$ cat src/rtl/cla_pipe_adder.sv
// cla_pipe_adder: pipelined carry-lookahead adder, WIDTH/(4*GPS) stages with valid/ready flow control.
// Define CLA_PIPE_OVF_EN to add the signed-overflow output ovf (carried down the pipe, aligned with sum).
module cla_pipe_adder #(
  parameter int WIDTH = 16,
  parameter int GPS   = 1
) (
  input  logic             clk,
  input  logic             rst_n,
  input  logic             in_valid,
  output logic             in_ready,
  input  logic [WIDTH-1:0] a,
  input  logic [WIDTH-1:0] b,
  input  logic             cin,
  output logic             out_valid,
  input  logic             out_ready,
  output logic [WIDTH:0]   sum
`ifdef CLA_PIPE_OVF_EN
  ,
  output logic             ovf
`endif
);

  localparam int SW   = 4 * GPS;
  localparam int NSTG = WIDTH / SW;

  if ((WIDTH % 4 != 0) || (WIDTH < 4) || (WIDTH > 64) || (GPS < 1) || ((WIDTH / 4) % GPS != 0)) begin : g_bad_param
    $error("cla_pipe_adder: WIDTH must be a multiple of 4 in 4..64 and WIDTH/4 divisible by GPS");
  end

  // Low bits of s are finished as the operand moves up; high bits of op_a/op_b are still to be added.
  typedef struct packed {
    logic             carry;
    logic [WIDTH-1:0] s;
    logic [WIDTH-1:0] op_a;
    logic [WIDTH-1:0] op_b;
  } stage_t;

  // One 4-bit lookahead group: every carry is a flat sum of products of p/g and the group carry-in.
  function automatic logic [4:0] cla4(input logic [3:0] x, input logic [3:0] y, input logic c0);
    logic [3:0] p, g, t, c;
    logic       co;
    p    = x | y;
    g    = x & y;
    t    = x ^ y;
    c[0] = c0;
    c[1] = g[0] | (p[0] & c0);
    c[2] = g[1] | (p[1] & g[0]) | (p[1] & p[0] & c0);
    c[3] = g[2] | (p[2] & g[1]) | (p[2] & p[1] & g[0]) | (p[2] & p[1] & p[0] & c0);
    co   = g[3] | (p[3] & g[2]) | (p[3] & p[2] & g[1]) | (p[3] & p[2] & p[1] & g[0])
         | (p[3] & p[2] & p[1] & p[0] & c0);
    return {co, t ^ c};
  endfunction

  // GPS groups per stage; the group-to-group carry ripples inside the stage.
  function automatic logic [SW:0] cla_slice(input logic [SW-1:0] x, input logic [SW-1:0] y,
                                            input logic c0);
    logic [SW-1:0] s;
    logic [4:0]    r;
    logic          c;
    s = '0;
    c = c0;
    for (int gi = 0; gi < GPS; gi++) begin
      r            = cla4(x[4*gi +: 4], y[4*gi +: 4], c);
      s[4*gi +: 4] = r[3:0];
      c            = r[4];
    end
    return {c, s};
  endfunction

  logic            run_q;
  logic [NSTG-1:0] vld_q, vld_d;
  stage_t          stg_q [NSTG];
  stage_t          stg_d [NSTG];
  stage_t          src   [NSTG];
  logic [NSTG-1:0] src_v;
  logic [NSTG-1:0] ready;
`ifdef CLA_PIPE_OVF_EN
  logic            ovf_q, ovf_d;
`endif

  // A stage register may load when it is empty or its content moves on this cycle.
  always_comb begin
    ready           = '0;
    ready[NSTG-1]   = !vld_q[NSTG-1] || out_ready;
    for (int k = NSTG - 2; k >= 0; k--) begin
      ready[k] = !vld_q[k] || ready[k+1];
    end
  end

  always_comb begin
    src[0]   = '{carry: cin, s: '0, op_a: a, op_b: b};
    src_v[0] = in_valid && run_q;
    for (int k = 1; k < NSTG; k++) begin
      src[k]   = stg_q[k-1];
      src_v[k] = vld_q[k-1];
    end
  end

  // NOTE: every signal gets its default before any condition, so no path leaves it unassigned (no latch).
  always_comb begin
    logic [SW:0] r;
    r     = '0;
    vld_d = vld_q;
    stg_d = stg_q;
`ifdef CLA_PIPE_OVF_EN
    ovf_d = ovf_q;
`endif
    for (int k = 0; k < NSTG; k++) begin
      if (ready[k]) begin
        vld_d[k] = src_v[k];
      end
      if (ready[k] && src_v[k]) begin
        r                      = cla_slice(src[k].op_a[SW*k +: SW], src[k].op_b[SW*k +: SW],
                                           src[k].carry);
        stg_d[k]               = src[k];
        stg_d[k].s[SW*k +: SW] = r[SW-1:0];
        stg_d[k].carry         = r[SW];
`ifdef CLA_PIPE_OVF_EN
        if (k == NSTG - 1) begin
          ovf_d = (src[k].op_a[WIDTH-1] == src[k].op_b[WIDTH-1]) &&
                  (r[SW-1] != src[k].op_a[WIDTH-1]);
        end
`endif
      end
    end
  end

  // NOTE: the data registers are cleared on reset as well, so nothing stale can resurface after release.
  // NOTE: non-blocking assignments so every stage samples its neighbour's pre-edge value.
  always_ff @(posedge clk or negedge rst_n) begin
    if (!rst_n) begin
      run_q <= 1'b0;
      vld_q <= '0;
      for (int k = 0; k < NSTG; k++) begin
        stg_q[k] <= '0;
      end
`ifdef CLA_PIPE_OVF_EN
      ovf_q <= 1'b0;
`endif
    end else begin
      run_q <= 1'b1;
      vld_q <= vld_d;
      stg_q <= stg_d;
`ifdef CLA_PIPE_OVF_EN
      ovf_q <= ovf_d;
`endif
    end
  end

  // run_q keeps in_ready low through reset and rises on the first clock after release.
  assign in_ready  = run_q && ready[0];
  assign out_valid = vld_q[NSTG-1];
  assign sum       = out_valid ? {stg_q[NSTG-1].carry, stg_q[NSTG-1].s} : '0;
`ifdef CLA_PIPE_OVF_EN
  assign ovf       = out_valid && ovf_q;
`endif

endmodule

$ cat config.mk
export PLATFORM = sky130hd
export DESIGN_NAME = cla_pipe_adder
export DESIGN_NICKNAME = d
export VERILOG_FILES = /design/src/rtl/cla_pipe_adder.sv
export SDC_FILE = /design/constraint.sdc
export NUM_CORES = 1
export LEC_CHECK = 0
export BUFFER_PORTS_ARGS = -buffer_cell sky130_fd_sc_hd__buf_4
export CAP_MARGIN = 25
export CORE_ASPECT_RATIO = 1.1
export CORE_MARGIN = 1.5
export CORE_UTILIZATION = 57
export DETAILED_ROUTE_END_ITERATION = 8
export PLACE_DENSITY = 0.87
export SLEW_MARGIN = 20
export SYNTH_ARGS = -nofsm -noshare
export SYNTH_HDL_FRONTEND = slang
export SYNTH_SLANG_ARGS = --single-unit
export TNS_END_PERCENT = 20
$ cat constraint.sdc
create_clock -name clk -period 3.7 [get_ports clk]
set_input_delay 0.37 -clock clk [delete_from_list [all_inputs] [get_ports clk]]
set_output_delay 0.37 -clock clk [all_outputs]
set_load 0.05 [all_outputs]
==> key figures <==
Outcome
  • Status: completed

Synthesis
  • Synth warnings: 0
  • Gate Count Post-Synth: a little under 500
  • Register area share after synthesis: about half
  • Synthesized flop and latch total: 97
  • Share of the synthesized area in the top cell type: approximately half
  • Avg Cell Area, Syn: a little under 10 um^2
  • Synth area leaders: dfrtp_1 51%, nand2_1 12%, ha_1 9.6%
  • Post-synth ARST share: 100.0%
  • Mapped cell area: ~4700 um^2
  • Post-synth EDFFs: 0
  • Syn_nets: approximately 560
  • Post-synthesis cell type count: 37
  • Synth Flop Type: dfrtp_1
  • Largest area contributor in the netlist: dfrtp_1

Timing
  • Measured slew at the worst slew-check pin: 0.9474 ns
  • Setup-failing EPs final: 0
  • Part of the cycle the worst path needs: roughly three fifths
  • Post-route minimum period: about 2.3 ns
  • Relative slew slack: 36.84%
  • RSZ-0062 raised after global routing: false
  • Worst clock skew: between 0.009 and 0.01 ns
  • Final Max Slew Viols: 0
  • Upper clock frequency limit: around 440 MHz
  • Fin Setup TNS: 0 ns
  • Final Hold Vio Count: 0

Global route
  • GRT overflow: 0
  • Largest net degree at the start of global routing: 51
  • Met3 Use GR: just under 3%
  • Initial antenna violation count: 0
  • Number of global-route vias before repair: 3357
  • Tot GR Track Use: 20.78%
  • GR Util met2: 36.29%
  • Grt met1 use: a little over a quarter
  • Gr busiest metal: met2
  • First-pass GRT wire length: around 15000 um

Power and ir drop
  • Pwr Total: approximately 3.1 mW
  • Leakage: around 2.8 nW
  • Peak supply drop: around 0.21 mV
  • Pwr Density: about 570 nW/um^2

CTS
  • Clk_lat worst skew: 0.36 ns
  • Root buffer cell: clkbuf_8
  • Clock tree buffer depth: 2
  • Htree depth: 3
  • Cts hold-fix bufs: 0
  • Cts bufs inserted: 9
  • Clock Sink Count: 97
  • Postcts setup bufs: 0
  • CTS tree: yes
  • Clk slew on worst S/H paths: 0.09 ns
  • PostCTS Resize Cnt: 0

Layout
  • Final core utilization: roughly two thirds
  • Antenna diode count: 0
  • Share of layout cells above drive strength 1: between 15 and 20%
  • P&R area growth vs syn: 14.47%
  • Final Non-Filler Cells: about 650
  • Nets: 609
  • Commonest non-fill, non-tap cells in the layout: 152 x nand2_1, 97 x dfrtp_1, 55 x buf_4
  • Most common cell after layout, fill and taps aside: nand2_1

Floorplanning
  • Top-Level Pins: 56
  • DIE AREA: 8824 um^2
  • Core footprint: between 7000 and 8000 um^2
  • Chip height: 98.37 um
  • FP Rows: 34
  • Initial core utilization: between 50% and 60%
  • Die span in x: ~90 um

Setup path
  • CP max stage delay: between 0.6 and 0.7 ns
  • Max FO, Critical Path: 22
  • Critical path class: flop to primary output
  • WP buf/inv: 1
  • Worst path required time: roughly 3.3 ns
  • CP Capture Type: primary output
  • Critical Path AT: ~1.9 ns
  • Critical path cell sequence: and4b_1 -> nand2_1 -> and2_1 -> buf_4
  • Worst path slowest cell: dfrtp_1
  • CP top delay family: simple AND/OR/NAND/NOR gates
  • CP startpoint kind: flop

Place
  • Quantity of I/O buffers inserted on ports: 55
  • Routability Congestion: 0.7763
  • Hpwl dp: between 6000 and 7000 um
  • Placed cell count: 629

Drt
  • # DRC: 0
  • TritonRoute pass-1 iters: 5
  • Vias per inst: between 5 and 6
  • Initial DRC count: 150
  • Overall routed net length: ~8500 um
  • DRT antenna net count: 0
  • Via count: 3278
  • Routed wire per std cell: 13.25 um

Worst hold path
  • Worst hold-check path type: input pin to async pin

Run
  • Max Cap Viol: 0
[final timing paths]
kind	from	endpoint	slack, ns	depth (start not counted)
setup reg to reg	vld_q[3]$_DFFE_PN0P_	src[131]$_DFFE_PN0P_	1.62	3
hold reg to reg	src[128]$_DFFE_PN0P_	src[79]$_DFFE_PN0P_	0.47	2
min in group clk	b[15]	src[113]$_DFFE_PN0P_	0.20	3
setup / recovery	vld_q[3]$_DFFE_PN0P_	in_ready	1.43	4
max in group asynchronous	rst_n	src[112]$_DFFE_PN0P_	3.03	2
hold / removal	rst_n	src[103]$_DFFE_PN0P_	0.02	1
[cell families after synthesis]
kind of cell               Yosys count  synth area share [%]
other                                1               0.07956
DFF                                 97                 51.50
adders and majority gates           40                 11.26
xor gates and xnor gates             5                0.9291
buffers and inverters               62                 6.026
and+or+nand+nor                    200                 18.13
muxes                               12                 2.867
AOI/OAI and AO/OA                   67                 9.212
[per-stage QoR]
stage          hold WS (ns)  instance area (um^2)  setup slack [ns]
2_1_floorplan       0.07441                  4713             1.805
3_3_place_gp         0.4527                  5139             1.602
3_5_place_dp         0.4226                  5174             1.606
4_1_cts             0.03273                  5395             1.420
5_1_grt             0.06762                  5395             1.310
6_report            0.01628                  5395             1.427
[worst reg2reg max path, stage by stage, from the launching register on]
cell	delay, ns
dfrtp_1	0.64
and4b_1	0.37
a21o_1	0.70
o21ai_0	0.22
[power breakdown]
part	internal (mW)	total, mW	leakage, nW	switching (mW)
Clock	0.401	0.756	0.107	0.355
Sequential	1.31	1.46	1.22	0.146
Combinational	0.350	0.867	1.48	0.517
[registers in the layout, summed over array words and instances, names as in the netlist]
name / cells
run_q: 1
src: 75
stg_q: 17
vld_q: 4
[per-layer routing]
metal	share of wire [%]	vias up
li1	-	1625
met1	45	1574
met2	49	66
met3	3.5	13
met4	1.6	0
met5	0	-
[area by class of cell]
| type | instances | area (um^2) |
|---|---|---|
| Clock buffer | 12 | 145.1 |
| Clock inverter | 4 | 76.32 |
| Fill cell | 617 | 2560 |
| Inverter | 43 | 161.4 |
| Multi-Input combinational cell | 325 | 2009 |
| Sequential cell | 97 | 2427 |
| Tap cell | 108 | 135.1 |
| Timing Repair Buffer | 56 | 440.4 |
[cells in the mapped netlist, drive strengths merged (2+ instances only)]
library cell,count
inv,43
o21a,4
nor3b,3
nand2b,6
nand2,153
a21o,4
a21oi,3
nor2b,2
o31ai,7
clkbuf,2
dfrtp,97
ha,36
mux2,12
a22oi,3
nor3,4
fa,4
nor2,9
o21ai,34
a221oi,3
o21bai,5
a21boi,3
xor2,4
buf,17
and2,20
Power figures use the tool's default switching activity.
